===== src/rtl/oqpsk_pkg.sv =====
// rtl/oqpsk_pkg.sv - shared types, amplitude codes and cosine table generator for the OQPSK modulator
package oqpsk_pkg;

   typedef enum logic [1:0] {
      IDLE  = 2'd0,
      RUN   = 2'd1,
      DRAIN = 2'd2
   } state_t;

   typedef logic signed [1:0] amp_t;

   localparam amp_t AMP_ZERO = 2'sb00;
   localparam amp_t AMP_POS  = 2'sb01;
   localparam amp_t AMP_NEG  = 2'sb11;

   // Fixed-point scale and pi used only while elaborating the cosine table
   localparam longint FX_ONE = 64'sd1 <<< 28;
   localparam longint FX_PI  = 64'sd843314857;

   // Symbol bit to rail amplitude: 1 -> +1, 0 -> -1
   function automatic amp_t bit_to_amp(input logic b);
      return b ? AMP_POS : AMP_NEG;
   endfunction

   // round(A*cos(2*pi*k/n)) with A = 2^(r-1)-1, evaluated with integer Taylor series
   // on the first-quadrant angle so no real arithmetic is needed at elaboration
   function automatic int cos_val(input int k, input int n, input int r);
      longint amp;
      longint theta;
      longint x2;
      longint c_sum;
      longint s_sum;
      longint c_term;
      longint s_term;
      longint v;
      int     quad;
      int     m;
      amp    = (64'sd1 <<< (r - 1)) - 64'sd1;
      quad   = (k % n) / (n / 4);
      m      = (k % n) % (n / 4);
      theta  = (64'sd2 * FX_PI * longint'(m)) / longint'(n);
      x2     = (theta * theta) / FX_ONE;
      c_term = FX_ONE;
      c_sum  = FX_ONE;
      s_term = theta;
      s_sum  = theta;
      for (int i = 1; i <= 8; i++) begin
         c_term = -((c_term * x2) / FX_ONE) / longint'((2 * i - 1) * (2 * i));
         s_term = -((s_term * x2) / FX_ONE) / longint'((2 * i) * (2 * i + 1));
         c_sum  = c_sum + c_term;
         s_sum  = s_sum + s_term;
      end
      case (quad)
         0:       v = c_sum;
         1:       v = -s_sum;
         2:       v = -c_sum;
         default: v = s_sum;
      endcase
      if (v >= 0) begin
         return int'((amp * v + FX_ONE / 2) / FX_ONE);
      end
      return -int'((amp * (-v) + FX_ONE / 2) / FX_ONE);
   endfunction

endpackage


===== src/rtl/oqpsk_cos_lut.sv =====
// rtl/oqpsk_cos_lut.sv - dual-read combinational cosine ROM for the I and Q rails
module oqpsk_cos_lut #(
   parameter int R  = 7,
   parameter int N  = 16,
   parameter int PW = $clog2(N)
) (
   input  logic [PW-1:0]       i_idx_i,
   input  logic [PW-1:0]       i_idx_q,
   output logic signed [R-1:0] o_cos_i,
   output logic signed [R-1:0] o_cos_q
);
   import oqpsk_pkg::*;

   logic signed [R-1:0] w_rom [N];

   for (genvar k = 0; k < N; k++) begin : g_rom
      localparam int COS_K = cos_val(k, N, R);
      assign w_rom[k] = COS_K[R-1:0];
   end

   assign o_cos_i = w_rom[i_idx_i];
   assign o_cos_q = w_rom[i_idx_q];

endmodule


===== src/rtl/oqpsk_mod_stream.sv =====
// rtl/oqpsk_mod_stream.sv - streaming OQPSK modulator with symbol hold, underrun and Q-rail drain
module oqpsk_mod_stream #(
   parameter int R  = 7,
   parameter int N  = 16,
   parameter int F0 = 10
) (
   input  logic           C,
   input  logic           Reset,
   input  logic           sym_valid,
   input  logic [1:0]     sym_data,
   output logic           sym_ready,
   output logic [2*R-1:0] S,
   output logic           s_valid,
   output logic           underrun
);
   import oqpsk_pkg::*;

   localparam int SPS = N * F0;
   localparam int H   = SPS / 2;
   localparam int PW  = $clog2(N);
   localparam int CW  = $clog2(SPS);

   localparam logic [CW-1:0] CNT_H_END   = CW'(H - 1);
   localparam logic [CW-1:0] CNT_SYM_END = CW'(SPS - 1);
   localparam logic [PW-1:0] Q_OFFSET    = PW'(N / 4);

   if ((N < 4) || ((N & (N - 1)) != 0)) begin : g_bad_n
      $error("oqpsk_mod_stream: N must be a power of 2 and at least 4");
   end
   if ((SPS % 2) != 0) begin : g_bad_sps
      $error("oqpsk_mod_stream: samples per symbol must be even");
   end

   state_t              r_state;
   logic                r_hold_full;
   logic [1:0]          r_hold_data;
   logic [CW-1:0]       r_cnt;
   logic [PW-1:0]       r_phase;
   amp_t                r_amp_i;
   amp_t                r_amp_q;
   logic                r_q_pend;
   logic [2*R-1:0]      r_S;
   logic                r_s_valid;
   logic                r_underrun;

   state_t              w_state_nx;
   logic [CW-1:0]       w_cnt_nx;
   logic [PW-1:0]       w_phase_nx;
   amp_t                w_amp_i_nx;
   amp_t                w_amp_q_nx;
   logic                w_q_pend_nx;
   logic                w_load;
   logic                w_accept;
   logic                w_underrun_nx;
   logic [PW-1:0]       w_idx_q;
   logic signed [R-1:0] w_cos_i;
   logic signed [R-1:0] w_cos_q;
   logic signed [R-1:0] w_smp_i;
   logic signed [R-1:0] w_smp_q;

   assign sym_ready = ~r_hold_full;
   assign w_accept  = sym_valid & ~r_hold_full;
   assign S         = r_S;
   assign s_valid   = r_s_valid;
   assign underrun  = r_underrun;

   // Table is read with the phase the next sample will carry, so outputs can be registered
   assign w_idx_q = w_phase_nx - Q_OFFSET;

   oqpsk_cos_lut #(
      .R (R),
      .N (N)
   ) u_lut (
      .i_idx_i (w_phase_nx),
      .i_idx_q (w_idx_q),
      .o_cos_i (w_cos_i),
      .o_cos_q (w_cos_q)
   );

   // Next-state, counters and rail amplitudes for the symbol sequencer
   always_comb begin
      w_state_nx    = r_state;
      w_cnt_nx      = r_cnt;
      w_phase_nx    = r_phase;
      w_amp_i_nx    = r_amp_i;
      w_amp_q_nx    = r_amp_q;
      w_q_pend_nx   = r_q_pend;
      w_load        = 1'b0;
      w_underrun_nx = 1'b0;
      case (r_state)
         IDLE: begin
            w_cnt_nx   = '0;
            w_phase_nx = '0;
            if (r_hold_full) begin
               w_load      = 1'b1;
               w_amp_i_nx  = bit_to_amp(r_hold_data[1]);
               w_q_pend_nx = r_hold_data[0];
               w_amp_q_nx  = AMP_ZERO;
               w_state_nx  = RUN;
            end
         end
         RUN: begin
            w_phase_nx = r_phase + 1'b1;
            w_cnt_nx   = r_cnt + 1'b1;
            if (r_cnt == CNT_H_END) begin
               w_amp_q_nx = bit_to_amp(r_q_pend);
            end
            if (r_cnt == CNT_SYM_END) begin
               w_cnt_nx = '0;
               if (r_hold_full) begin
                  w_load      = 1'b1;
                  w_amp_i_nx  = bit_to_amp(r_hold_data[1]);
                  w_q_pend_nx = r_hold_data[0];
               end else begin
                  w_amp_i_nx    = AMP_ZERO;
                  w_underrun_nx = 1'b1;
                  w_state_nx    = DRAIN;
               end
            end
         end
         DRAIN: begin
            w_phase_nx = r_phase + 1'b1;
            w_cnt_nx   = r_cnt + 1'b1;
            if (r_cnt == CNT_H_END) begin
               w_state_nx = IDLE;
               w_amp_q_nx = AMP_ZERO;
               w_cnt_nx   = '0;
               w_phase_nx = '0;
            end
         end
         default: begin
            w_state_nx = IDLE;
         end
      endcase
   end

   // Rail samples: amplitude times table value, forced to zero when going idle
   always_comb begin
      w_smp_i = '0;
      w_smp_q = '0;
      if (w_state_nx != IDLE) begin
         case (w_amp_i_nx)
            AMP_POS: w_smp_i = w_cos_i;
            AMP_NEG: w_smp_i = -w_cos_i;
            default: w_smp_i = '0;
         endcase
         case (w_amp_q_nx)
            AMP_POS: w_smp_q = w_cos_q;
            AMP_NEG: w_smp_q = -w_cos_q;
            default: w_smp_q = '0;
         endcase
      end
   end

   // State, hold register and registered outputs
   always_ff @(posedge C) begin
      if (Reset) begin
         r_state     <= IDLE;
         r_hold_full <= 1'b0;
         r_hold_data <= 2'b00;
         r_cnt       <= '0;
         r_phase     <= '0;
         r_amp_i     <= AMP_ZERO;
         r_amp_q     <= AMP_ZERO;
         r_q_pend    <= 1'b0;
         r_S         <= '0;
         r_s_valid   <= 1'b0;
         r_underrun  <= 1'b0;
      end else begin
         r_state    <= w_state_nx;
         r_cnt      <= w_cnt_nx;
         r_phase    <= w_phase_nx;
         r_amp_i    <= w_amp_i_nx;
         r_amp_q    <= w_amp_q_nx;
         r_q_pend   <= w_q_pend_nx;
         r_S        <= {w_smp_i, w_smp_q};
         r_s_valid  <= (w_state_nx != IDLE);
         r_underrun <= w_underrun_nx;
         if (w_load) begin
            r_hold_full <= 1'b0;
         end else if (w_accept) begin
            r_hold_full <= 1'b1;
            r_hold_data <= sym_data;
         end
      end
   end

endmodule


===== config.mk =====
export PLATFORM = sky130hd
export DESIGN_NAME = oqpsk_mod_stream
export DESIGN_NICKNAME = d
export VERILOG_FILES = /design/src/rtl/oqpsk_pkg.sv /design/src/rtl/oqpsk_cos_lut.sv /design/src/rtl/oqpsk_mod_stream.sv
export SDC_FILE = /design/constraint.sdc
export NUM_CORES = 1
export LEC_CHECK = 0
export BUFFER_PORTS_ARGS = -buffer_cell sky130_fd_sc_hd__buf_2
export CAP_MARGIN = 0
export CELL_PAD_IN_SITES_DETAIL_PLACEMENT = 1
export CELL_PAD_IN_SITES_GLOBAL_PLACEMENT = 2
export CORE_ASPECT_RATIO = 0.9
export CORE_UTILIZATION = 38
export DETAILED_ROUTE_END_ITERATION = 6
export PLACE_DENSITY_LB_ADDON = 0.1
export SLEW_MARGIN = 10
export SYNTH_ARGS = -nofsm -noshare
export SYNTH_HDL_FRONTEND = slang
export SYNTH_HIERARCHICAL = 1
export SYNTH_SLANG_ARGS = --single-unit

===== constraint.sdc =====
create_clock -name C -period 7 [get_ports C]
set_clock_uncertainty 0.1 [all_clocks]
set_input_delay 0 -clock C [delete_from_list [all_inputs] [get_ports C]]
set_output_delay 0 -clock C [all_outputs]
set_load 0.02 [all_outputs]

## Word-level counts from Yosys, hierarchy flattened

Memory sizes are Yosys's and may differ from the RTL's.
Index checks and enable logic that the tools add are counted.

| operators by class | value |
|---|---|
| bitwise gates (word level) | 8 |
| magnitude comparators | 2 |
| $add $sub $neg | 5 |
| mux-type cells | 33 |
| reductions and logical operators | 9 |
| equal/unequal tests | 9 |

Operators with widths:

| cell | count |
|---|---|
| 7-bit two-way mux | 4 |
| 7-bit one-hot mux with 2 select lines | 2 |
| 2-bit two-way mux | 12 |
| 8-bit one-hot mux with 3 select lines | 1 |
| 8-bit two-way mux | 2 |
| 7-bit negator | 2 |
| 2-bit one-hot mux with 3 select lines | 2 |
| 4-bit one-hot mux with 3 select lines | 1 |
| 5-bit >= comparator (second input constant) | 2 |
| 4-bit inverter with 5-bit output | 2 |
| 8-bit by 1-bit adder with 8-bit output (second input constant) | 1 |
| 8-bit by 7-bit equality test with 1-bit output (second input constant) | 1 |
| 8-bit equality test (second input constant) | 1 |
| 2-bit by 1-bit equality test with 1-bit output (second input constant) | 3 |
| 2-bit equality test (second input constant) | 3 |
| 1-bit two-way mux | 5 |
| 1-bit inverter | 5 |
| 4-bit by 1-bit adder with 4-bit output (second input constant) | 1 |
| 4-bit two-way mux | 1 |
| 1-bit one-hot mux with 2 select lines | 2 |
| 2-bit one-hot mux with 2 select lines | 1 |
| 2-bit AND reduction | 2 |
| 2-bit nonzero test | 2 |
| 2-bit OR reduction | 2 |
| 6 further kinds | 6 |

| word-level totals | value |
|---|---|
| memory bits (read-only) | 224 |
| word-level logic and storage cells | 79 |
| register bits after elaboration | 38 |
| output and inout bits | 17 |
| memories kept | 2 |
| bits of input ports | 5 |

Memories:

| memory | depth | width | read ports | clocked after Yosys merged registers in | wr ports | RTL line | text |
|---|---|---|---|---|---|---|---|
| (no name shown) | 16 | 7 | 1 | 0 | 0 | oqpsk_cos_lut.sv:21 | `assign o_cos_i = w_rom[i_idx_i];` |
| (no name shown) | 16 | 7 | 1 | 0 | 0 | oqpsk_cos_lut.sv:22 | `assign o_cos_q = w_rom[i_idx_q];` |

## Logic depth before layout (Yosys ltp)

Gate-level depths: netlist (run 1).

| depth | value |
|---|---|
| depth in word-level cells | 10 |
| gate-level depth with buffers | 18 |
| depth with buffers taken out | 17 |

## By module

Netlist (run 1), hierarchy kept.

By module, submodules not included:

| module | area each (um^2) | times used | cells an instance |
|---|---|---|---|
| oqpsk_mod_stream | 1,943.1 | 1 | 231 |
| oqpsk_cos_lut | 481.7 | 1 | 63 |

## Worst setup path after synthesis (run 1)

Ideal clock, no wire load.

| path | value |
|---|---|
| kind | register to register |
| start point | reg r_state[1] |
| end point | reg r_S[12], in the netlist S[12] |
| path slack | 2.711 ns |
| required time | 6.763 ns |
| cell stages (with the launch flop) | 16 |
| library setup time | 0.137 ns |
| data arrival time | 4.052 ns |
| path buffers | 1 |
| cell sequence | dfxtp_1 inv_1 ha_1 buf_2 nor4b_1 a21oi_1 nand2_1 o21ai_0 inv_1 ha_1 or2_0 mux4_2 or3_1 or3_1 nand3b_1 a21oi_1 |

| between the ends | value |
|---|---|
| word-level cells in the longest chain between the ends | 8 |
| elaborated cells on any way between the ends | 21 |

Ends and longest elaborated chain:

| what | RTL line | text |
|---|---|---|
| start: declaration | oqpsk_mod_stream.sv:34 | `state_t r_state;` |
| start signal: assignment | oqpsk_mod_stream.sv:170 | `r_state <= w_state_nx;` |
| 2-bit equality test, or another cell as far along | oqpsk_mod_stream.sv:90 | `case (r_state)` |
| 4-bit one-hot mux with 3 select lines * | oqpsk_mod_stream.sv:90 |  |
| 4-bit inverter with 5-bit output (not written as such) * | oqpsk_cos_lut.sv:21 |  |
| memory read 16 x 7 bit * | n/a |  |
| 7-bit two-way mux (not written as such) * (2 in series) | oqpsk_cos_lut.sv:21 |  |
| net w_cos_i[2] | oqpsk_mod_stream.sv:56 | `logic signed [R-1:0] w_cos_i;` |
| 7-bit negator * | oqpsk_mod_stream.sv:144 | `AMP_NEG: w_smp_i = -w_cos_i;` |
| 7-bit one-hot mux with 2 select lines * | oqpsk_mod_stream.sv:142 | `case (w_amp_i_nx)` |
| end signal: assignment | oqpsk_mod_stream.sv:176 | `r_S <= {w_smp_i, w_smp_q};` |
| end: declaration | oqpsk_mod_stream.sv:42 | `logic [2*R-1:0] r_S;` |

Mark *: on every way through the listed nets, which the timed path passes. The rest lies on a longest branch. The select of a mux whose other input is x is not followed.
A chain may end at the register's enable or synchronous reset.

## Final worst setup path (run 1)

Same ends and word-level chain as after synthesis.

==> metrics, run 1 <==
sequential share of the synthesized area=0.314; Crit Path Max Fanout=11; number of synthesized flops with an enable pin=0; share of layout cells above drive strength 1=0.130; largest area contributor in the netlist=dfxtp_1; setup TNS=0 ns; Hold Path Class=in2reg; Die H=77.8 um; Worst path max stage delay=0.63 ns; largest net degree at the start of global routing=19; CP startpoint kind=flip-flop; Final Cell Area=2720 um^2; ANT cells=0; total of max-cap violations=0; syn nets=319; post-CTS setup buffers=0; wire per inst=13.8 um; DR pass1 iterations=4; Placed Area=2590 um^2; Filler cells=754; CTS max path bufs=2; first-pass GRT wire length=9660 um; post-route clock period utilization=0.610; status=finished clean; ys async rst share=0; Final GP Congestion=0.799; Avg Inst Size Synth=8.25 um^2; worst skew pair latency=0.28 ns; Placed Cells=392; antenna violations before repair=0; Final Power=459 uW; CP max stage cell=a21oi_1; final wirelength=5530 um; final net count=339; CP Cell Sequence=inv_1, ha_1, nor4b_1, a21oi_1, nand2_1, nand2_1, inv_1, ha_1, or2_0, mux4_2, or3_1, or3_1, nand3b_1, a21oi_1; CORE AREA=6150 um^2; Post-CTS Resized=0; Top Ports=22; number of clock sinks=38; ANT nets after route=0; CTS Root Cell=clkbuf_8; most frequent cells in the layout=dfxtp_1 (38), nor2_1 (31), a21oi_1 (28), o21ai_0 (21), buf_2 (21); FP Rows=27; synth top area cells=dfxtp_1 (31%), ha_1 (10%), a21oi_1 (5.8%), nor2_1 (4.8%), o21ai_0 (4.3%); data arrival time of the worst path=4.32 ns; Cells after Synth=294; vias in the first global route=2035; Slew Limit Fails=0; achievable clock frequency=234 MHz; synthesized flop and latch total=38; CP required=7.05 ns; Vias=2133; post-placement setup slack=2.74 ns; RSZ-0062 raised after global routing=false; Finished Layout Cells=402; Vias/cell=5.31; hpwl dp=4130 um; commonest non-fill, non-tap cell in the layout=dfxtp_1; area share of the largest cell type after synthesis=0.314; YS warnings=6; Starting DRT DRC Count=68; H-tree depth=2; Final WS setup=2.73 ns; Mapped Area=2420 um^2; capturing element type of the critical path=flip-flop; GR Util All Layers=0.179; Multi-input gate area=1540 um^2; Post-synth top flop=dfxtp_1; Worst-Margin Slew=1.14 ns; post-route DRC violation count=0; LEAKAGE=1.11 nW; slew margin rel.=0.243; Pwr Density=169 nW/um^2; TritonCTS clock tree=done; Initial Util=0.394; fin crit period=4.27 ns; critical path class=reg2reg; global route overflow=0; Die ar.=6700 um^2; Final Hold Viols=0; sequential cell area=761 um^2; CTS clk-pin slew, worst paths=0.07 ns; count of final setup violators=0; IO Port Bufs=21; worst vdd ir=0.120 mV; chip width=86.2 um; TritonCTS Buffers=5; post-synth cell types=53; Syn-to-layout area delta=12.1%
[through the flow]
| stage | hold WS, ns | util |
|---|---|---|
| floorplan | 0.0468 | - |
| global placement | 0.135 | 0.421 |
| detailed placement | 0.146 | 0.421 |
| CTS | 0.00986 | 0.442 |
| global route | 0.0153 | 0.442 |
| finish | 0.0102 | 0.442 |
[critical path: cells and delay by family (launching register included)]
kind	cells	cell delay [ns]
compound gates	2	0.70
simple gates	7	1.55
mux	1	0.51
fa+ha+maj	2	0.62
buf+inv	2	0.30
flops	1	0.36
[metal layers]
layer	share of wire	GRT usage
met1	0.52	0.250
met3	0.028	0.0383
met5	0	0
met2	0.44	0.285
met4	0.0054	0.0350
[registers in the layout, indices dropped and copies added (netlist names), 2 cells and up]
| name | flops |
|---|---|
| r_hold_data | 2 |
| r_state | 2 |
| r_phase | 4 |
| r_amp_i | 2 |
| S | 14 |
| r_amp_q | 2 |
| r_cnt | 8 |
[cells by family (layout without fill, tap and decap cells)]
group | Yosys count | after routing | share of synthesized area
buffers and inverters | 27 | 48 | 0.0495
multiplexers | 13 | 13 | 0.0650
flip-flops | 38 | 38 | 0.314
adder cells (fa/ha/maj) | 20 | 20 | 0.103
AO/OA/AOI/OAI | 79 | 79 | 0.198
XOR/XNOR | 6 | 6 | 0.0217
AND/OR/NAND/NOR | 111 | 111 | 0.249
[report_power, final]
part           total (mW)  switching [mW]  internal (mW)  leakage, nW
clock network       0.180          0.0756          0.105       0.0579
registers           0.224         0.00364          0.221        0.308
logic              0.0541          0.0331         0.0210        0.740
[layout make-up]
type | instances | area share
timing repair buffer | 25 | 0.0515
sequential | 38 | 0.280
clock buffer | 5 | 0.0253
clock inverter | 3 | 0.0147
multi-input combinational | 229 | 0.568
tap | 87 | 0.0400
inverter | 15 | 0.0207
[path summary, 6_finish.rpt]
path                          from               endpoint  slack, ns  depth (start not counted)
max reg2reg  r_state[1]$_SDFF_PP0_       S[12]$_SDFF_PP0_       2.73                         14
max          r_state[1]$_SDFF_PP0_       S[12]$_SDFF_PP0_       2.73                         14
min                          Reset  r_amp_q[0]$_SDFF_PP0_       0.01                          2
min reg2reg  r_q_pend$_SDFFE_PP0P_  r_q_pend$_SDFFE_PP0P_       0.36                          2
[synth_stat cells (2+ instances only)]
library cell,instances
dfxtp_1,38
nor2_1,31
a21oi_1,28
o21ai_0,21
ha_1,20
nand2_1,16
inv_1,15
or3_1,10
mux2i_1,9
nor2b_1,8
nor3_1,8
nor3b_1,8
clkbuf_1,6
a211oi_1,5
nand2b_1,5
nand3_1,5
nand3b_1,5
xor2_1,4
buf_2,3
nand4b_1,3
o22ai_1,3
a21o_1,2
a22o_1,2
a31oi_1,2
and3_1,2
buf_4,2
mux2_2,2
mux4_2,2
o21a_1,2
o21bai_1,2
o31ai_1,2
xnor2_1,2
[timing repair]
action	4_1_cts	5_1_grt
hold endpoints to repair	2	0
setup endpoints to repair	0	0
hold buffers	2	0
Power figures use the tool's default switching activity.
==> run 2: changes to the inputs <==
--- a/config.mk
+++ b/config.mk
@@ -10,7 +10,7 @@
 export CELL_PAD_IN_SITES_DETAIL_PLACEMENT = 1
 export CELL_PAD_IN_SITES_GLOBAL_PLACEMENT = 2
 export CORE_ASPECT_RATIO = 0.9
-export CORE_UTILIZATION = 38
+export CORE_UTILIZATION = 32
 export DETAILED_ROUTE_END_ITERATION = 6
 export PLACE_DENSITY_LB_ADDON = 0.1
 export SLEW_MARGIN = 10
==> constraint.sdc (replaced) <==
create_clock -name C -period 3.6 [get_ports C]
set_clock_uncertainty 0.1 [all_clocks]
set_input_delay 0 -clock C [delete_from_list [all_inputs] [get_ports C]]
set_output_delay 0 -clock C [all_outputs]
set_load 0.02 [all_outputs]
==> metrics, run 2 (synthesized netlist as in run 1, its figures left out) <==
most frequent cells in the layout=dfxtp_1 (37), nor2_1 (31), a21oi_1 (27), buf_2 (21), o21ai_0 (19); global route overflow=0 (unchanged); Vias/cell=5.16 (-2.7%); TritonCTS clock tree=done; final net count=357 (+5.3%); clock power share=0.366 (-0.027); post-placement setup slack=0.107 ns (-2.63 ns); worst skew pair latency=0.30 ns (+0.02 ns); hold endpoint=r_hold_full$_SDFFE_PP0P_; TritonCTS Buffers=5 (unchanged); final wirelength=6010 um (+8.6%); data arrival time of the worst path=3.41 ns (-0.91 ns); wire per inst=14.1 um (+2.5%); Final Hold Viols=0 (unchanged); vias in the first global route=2228 (+9.5%); share of layout cells above drive strength 1=0.195 (+0.0650); reg2reg start=r_cnt[0]$_SDFFE_PP0P_; fin crit period=3.35 ns (-0.924 ns); Hold Path Class=in2reg; commonest non-fill, non-tap cell in the layout=dfxtp_1; CP required=3.66 ns (-3.39 ns); ANT cells=0 (unchanged); largest net degree at the start of global routing=19 (unchanged); H-tree depth=2 (unchanged); R2R cell count=13 (-1); Top Ports=22 (unchanged); count of final setup violators=0 (unchanged); DR pass1 iterations=4 (unchanged); IO Port Bufs=21 (unchanged); CORE AREA=7180 um^2 (+17%); post-route clock period utilization=0.930 (+0.320); reg-to-reg endpoint=S[12]$_SDFF_PP0_; CP delay by family, top=simple AND/OR/NAND/NOR gates; ANT nets after route=0 (unchanged); Worst path max stage delay=0.52 ns (-0.11 ns); CTS Root Cell=clkbuf_8; total of max-cap violations=0 (unchanged); chip width=93.8 um (+8.8%); max reg flops=14 (unchanged); Placed Area=2730 um^2 (+5.2%); Die ar.=7930 um^2 (+18%); Final Cell Area=2900 um^2 (+6.7%); RSZ-0062 raised after global routing=false; Seq pwr share=0.499 (+0.010); Comb power frac=0.135 (+0.017); Min Hold Slack=0.0673 ns (+0.0571 ns); LEAKAGE=1.20 nW (+8.1%); CP startpoint kind=flip-flop; capturing element type of the critical path=flip-flop; slew margin rel.=0.504 (+0.261); CP most frequent cell=or3_1; Die H=84.6 um (+8.7%); FP Rows=29 (+7.4%); critical path class=reg2reg; achievable clock frequency=299 MHz (+28%); Final WS setup=0.253 ns (-2.48 ns); Syn-to-layout area delta=19.7%; CP Cell Sequence=ha_2, and4b_1, a21oi_4, nand2_1, o21ai_4, inv_1, ha_1, or2_0, mux4_2, or3_1, or3_1, nand3b_1, a21oi_1; hold path depth=4 (+2); hpwl dp=4470 um (+8.2%); Switching Fraction=0.276 (+0.0311); Initial Util=0.338 (-0.0569); NetSw=241 uW (+110%); antenna violations before repair=0 (unchanged); status=finished clean; number of clock sinks=38 (unchanged); post-route DRC violation count=0 (unchanged); GR Util All Layers=0.169 (-0.0104); setup TNS=0 ns (unchanged); Hold Path Origin=sym_valid; CTS max path bufs=2 (unchanged); Crit Path Max Fanout=5 (-6); worst vdd ir=0.200 mV (+66%); Pwr Density=302 nW/um^2 (+79%); Vias=2200 (+3.1%); internal power=634 uW (+83%); CP max stage cell=mux4_2; Slew Limit Fails=0 (unchanged); Final GP Congestion=0.761 (-4.8%); WP buf/inv=1 (-1); flop2flop setup slack=0.25 ns (-2.48 ns); Starting DRT DRC Count=57 (-16%); Worst-Margin Slew=0.744 ns (-0.391 ns); first-pass GRT wire length=10800 um (+11%); CTS clk-pin slew, worst paths=0.09 ns (+0.02 ns)
==> run 2: cell count changes in the layout (fill, tap and decap cells not counted), moves of 2 or more <==
cell and delta:
nor3b_2 +2, dlygate4sd3_1 +2, nor3b_1 -2, o21ai_0 -2, ha_1 -2, buf_4 +16
==> run 2: what timing repair did <==
item                       in CTS  in global routing
gates resized for setup         0                 10
setup buffers                   0                  0
hold buffers                    4                  0
hold endpoints to repair        5                  0
setup endpoints to repair       0                  5
==> run 2: metrics by stage <==
stage | util | instances | power, mW
floorplan | - | 294 | 0.523
global placement | 0.379 | 414 | 0.558
global route | 0.404 | 426 | 0.927
CTS | 0.398 | 426 | 0.887
finish | 0.404 | 426 | 0.875
detailed placement | 0.379 | 414 | 0.558
==> run 2: how the worst max path moves through the flow <==
stage,from,endpoint,cells after the start
after global routing,r_state[1]$_SDFF_PP0_,S[13]$_SDFF_PP0_,16
after global placement,r_cnt[0]$_SDFFE_PP0P_,S[6]$_SDFF_PP0_,14
after CTS,r_state[0]$_SDFF_PP0_,S[6]$_SDFF_PP0_,15
final,r_cnt[0]$_SDFFE_PP0P_,S[12]$_SDFF_PP0_,13
after detailed placement,r_state[0]$_SDFF_PP0_,S[6]$_SDFF_PP0_,15
after floorplan,r_cnt[0]$_SDFFE_PP0P_,S[12]$_SDFF_PP0_,13
==> run 2: layout make-up <==
| cell class | count | area [um^2] |
|---|---|---|
| Clock buffer | 6 | 82.6 |
| Clock inverter | 2 | 12.5 |
| Fill cell | 898 | 4280 |
| Inverter | 15 | 56.3 |
| Multi-Input combinational cell | 229 | 1590 |
| Sequential cell | 38 | 762 |
| Tap cell | 93 | 116 |
| Timing Repair Buffer | 43 | 280 |
==> run 2: power by group through the flow <==
stage | clock network [mW] | registers, mW | logic (mW)
5_1_grt | 0.354 | 0.438 | 0.134
3_3_place_gp | 0 | 0.446 | 0.112
4_1_cts | 0.335 | 0.436 | 0.117
6_report | 0.320 | 0.437 | 0.118
2_1_floorplan | 0 | 0.448 | 0.0755
3_5_place_dp | 0 | 0.446 | 0.112
==> run 2: metal layers <==
metal  track usage  share of wire
met4        0.0420         0.0075
met3        0.0371          0.028
met5             0              0
met2         0.265           0.44
met1         0.234           0.52
==> run 2: worst register-to-register path, cell delays in order, from the launching register on <==
cell and delay (ns):
dfxtp_1 0.36, ha_2 0.22, and4b_1 0.25, a21oi_4 0.18
nand2_1 0.11, o21ai_4 0.17, inv_1 0.10, ha_1 0.20
or2_0 0.20, mux4_2 0.52, or3_1 0.34, or3_1 0.31
nand3b_1 0.08, a21oi_1 0.07
==> run 3: changes to the inputs <==
--- a/config.mk
+++ b/config.mk
@@ -5,7 +5,7 @@
 export SDC_FILE = /design/constraint.sdc
 export NUM_CORES = 1
 export LEC_CHECK = 0
-export BUFFER_PORTS_ARGS = -buffer_cell sky130_fd_sc_hd__buf_2
+export BUFFER_PORTS_ARGS = -buffer_cell sky130_fd_sc_hd__clkbuf_2
 export CAP_MARGIN = 0
 export CELL_PAD_IN_SITES_DETAIL_PLACEMENT = 1
 export CELL_PAD_IN_SITES_GLOBAL_PLACEMENT = 2
==> metrics, run 3 (synthesized netlist as in run 1, its figures left out) <==
Multi-input gate area=1600 um^2 (+0.55%); Final GP Congestion=0.805 (+5.7%); number of clock sinks=38 (unchanged); total of max-cap violations=0 (unchanged); H-tree depth=2 (unchanged); Filler cells=877 (-2.3%); TritonCTS Buffers=5 (unchanged); ANT nets after route=0 (unchanged); first-pass GRT wire length=10900 um (+1.4%); IO Port Bufs=21 (unchanged); Crit Path Max Fanout=5 (unchanged); commonest non-fill, non-tap cell in the layout=dfxtp_1; ANT cells=0 (unchanged); Final Power=866 uW (-1.1%); worst vdd ir=0.211 mV (+5.7%); Worst-Margin Slew=0.756 ns (+0.0116 ns); CP startpoint kind=flip-flop; critical path class=reg2reg; global route overflow=0 (unchanged); RSZ-0062 raised after global routing=true; Hold Path Class=in2reg; CP required=3.65 ns (about the same); final net count=356 (-0.28%); CTS clk-pin slew, worst paths=0.08 ns (about the same); max reg flops=14 (unchanged); metal2 WL=2740 um (+2.7%); Syn-to-layout area delta=19.4%; TritonCTS clock tree=done; vias in the first global route=2216 (-0.54%); final wirelength=6180 um (+2.8%); CTS max path bufs=2 (unchanged); post-route DRC violation count=0 (unchanged); met3 WL=146 um (-13%); Finished Layout Cells=425 (-0.23%); Pwr Density=299 nW/um^2 (-0.87%); most frequent cells in the layout=dfxtp_1 (36), nor2_1 (31), a21oi_1 (25), clkbuf_2 (21), o21ai_0 (20); GR Util All Layers=0.173 (+0.00380); Initial Util=0.338 (unchanged); count of final setup violators=0 (unchanged); Slew Limit Fails=0 (unchanged); capturing element type of the critical path=flip-flop; Placed Cells=414 (unchanged); post-route clock period utilization=0.951 (+0.0214); Die ar.=7930 um^2 (unchanged); data arrival time of the worst path=3.48 ns (+0.07 ns); slew margin rel.=0.496 (-0.00773); Vias=2192 (-0.36%); share of layout cells above drive strength 1=0.220 (+0.0247); post-layout util=0.403 (-0.000871); antenna violations before repair=0 (unchanged); Top Ports=22 (unchanged); fin crit period=3.42 ns (+0.0771 ns); sequential cell area=763 um^2 (+0.16%); LEAKAGE=1.18 nW (-1.6%); status=finished clean; Top Metal Used=met4; FP Rows=29 (unchanged); achievable clock frequency=292 MHz (-2.3%); DR pass1 iterations=4 (unchanged); Starting DRT DRC Count=55 (-3.5%); largest net degree at the start of global routing=19 (unchanged); wire per inst=14.5 um (+3.1%); Die H=84.6 um (unchanged); CORE AREA=7180 um^2 (unchanged); CTS Root Cell=clkbuf_8; Final Hold Viols=0 (unchanged); Vias/cell=5.16 (-0.13%); chip width=93.8 um (unchanged); worst skew pair latency=0.29 ns (about the same); hpwl dp=4590 um (+2.7%); met1 WL=3230 um (+3.3%)
## run 3: cell count changes in the layout (fill, tap and decap cells not counted), sizes merged
cell         previous run  this run
buf                    39        19
clkinvlp                1         0
dlygate4sd3             4         2
clkbuf                  6        28
## run 3: layout make-up
class	instances	share of cell area
multi-input combinational	229	0.553
sequential	38	0.264
timing repair buffer	42	0.0925
tap	93	0.0402
clock buffer	7	0.0298
inverter	15	0.0194
clock inverter	1	0.00173
## run 3: power by group
group	leakage [nW]	switching, mW	internal (mW)	total [mW]
sequential	0.308	0.00771	0.430	0.437
combinational	0.819	0.0695	0.0505	0.120
clock	0.0482	0.154	0.155	0.308
total	1.18	0.231	0.635	0.866
## run 3: worst max-delay path: stages (launching register included)
cell and delay (ns):
dfxtp_1 0.36, ha_2 0.23, and4b_1 0.25, a21oi_4 0.20, nand2_2 0.09, o21ai_4 0.22
inv_2 0.08, ha_1 0.20, or2_0 0.21, mux4_2 0.51, or3_4 0.35, or3_1 0.31
nand3b_1 0.10, a21oi_1 0.08
## run 3: per-layer routing
metal / up-vias / GRT usage
met5: - / 0
met2: 26 / 0.269
met4: 0 / 0.0476
met3: 8 / 0.0335
met1: 1037 / 0.241
li1: 1121 / -
## run 3: worst paths after layout
kind / startpoint / to / slack, ns / depth (start not counted)
worst min register to register: r_hold_data[0]$_SDFFE_PP0P_ / r_q_pend$_SDFFE_PP0P_ / 0.39 / 2
worst max register to register: r_cnt[0]$_SDFFE_PP0P_ / S[12]$_SDFF_PP0_ / 0.18 / 13
worst max-delay path: r_cnt[0]$_SDFFE_PP0P_ / S[12]$_SDFF_PP0_ / 0.18 / 13
worst min-delay path: sym_valid / r_hold_full$_SDFFE_PP0P_ / 0.05 / 4
## run 3: through the flow
| stage | hold WS, ns | TNS [ns] | cell area [um^2] | worst slack [ns] |
|---|---|---|---|---|
| finish | 0.0482 | 0 | 2900 | 0.176 |
| global route | 0.0971 | -0.0451 | 2900 | -0.0223 |
| CTS | 0.0395 | 0 | 2840 | 0.0119 |
| detailed placement | 0.147 | 0 | 2730 | 0.0529 |
| global placement | 0.133 | 0 | 2730 | 0.115 |
| floorplan | 0.0468 | 0 | 2430 | 0.0333 |
## run 3: repair_timing
| item | in CTS | in global routing |
|---|---|---|
| resized for setup | 0 | 16 |
| hold buffers | 2 | 0 |
| endpoints found under the setup margin | 0 | 6 |
| endpoints found under the hold margin | 2 | 0 |
| buffers inserted | 0 | 1 |
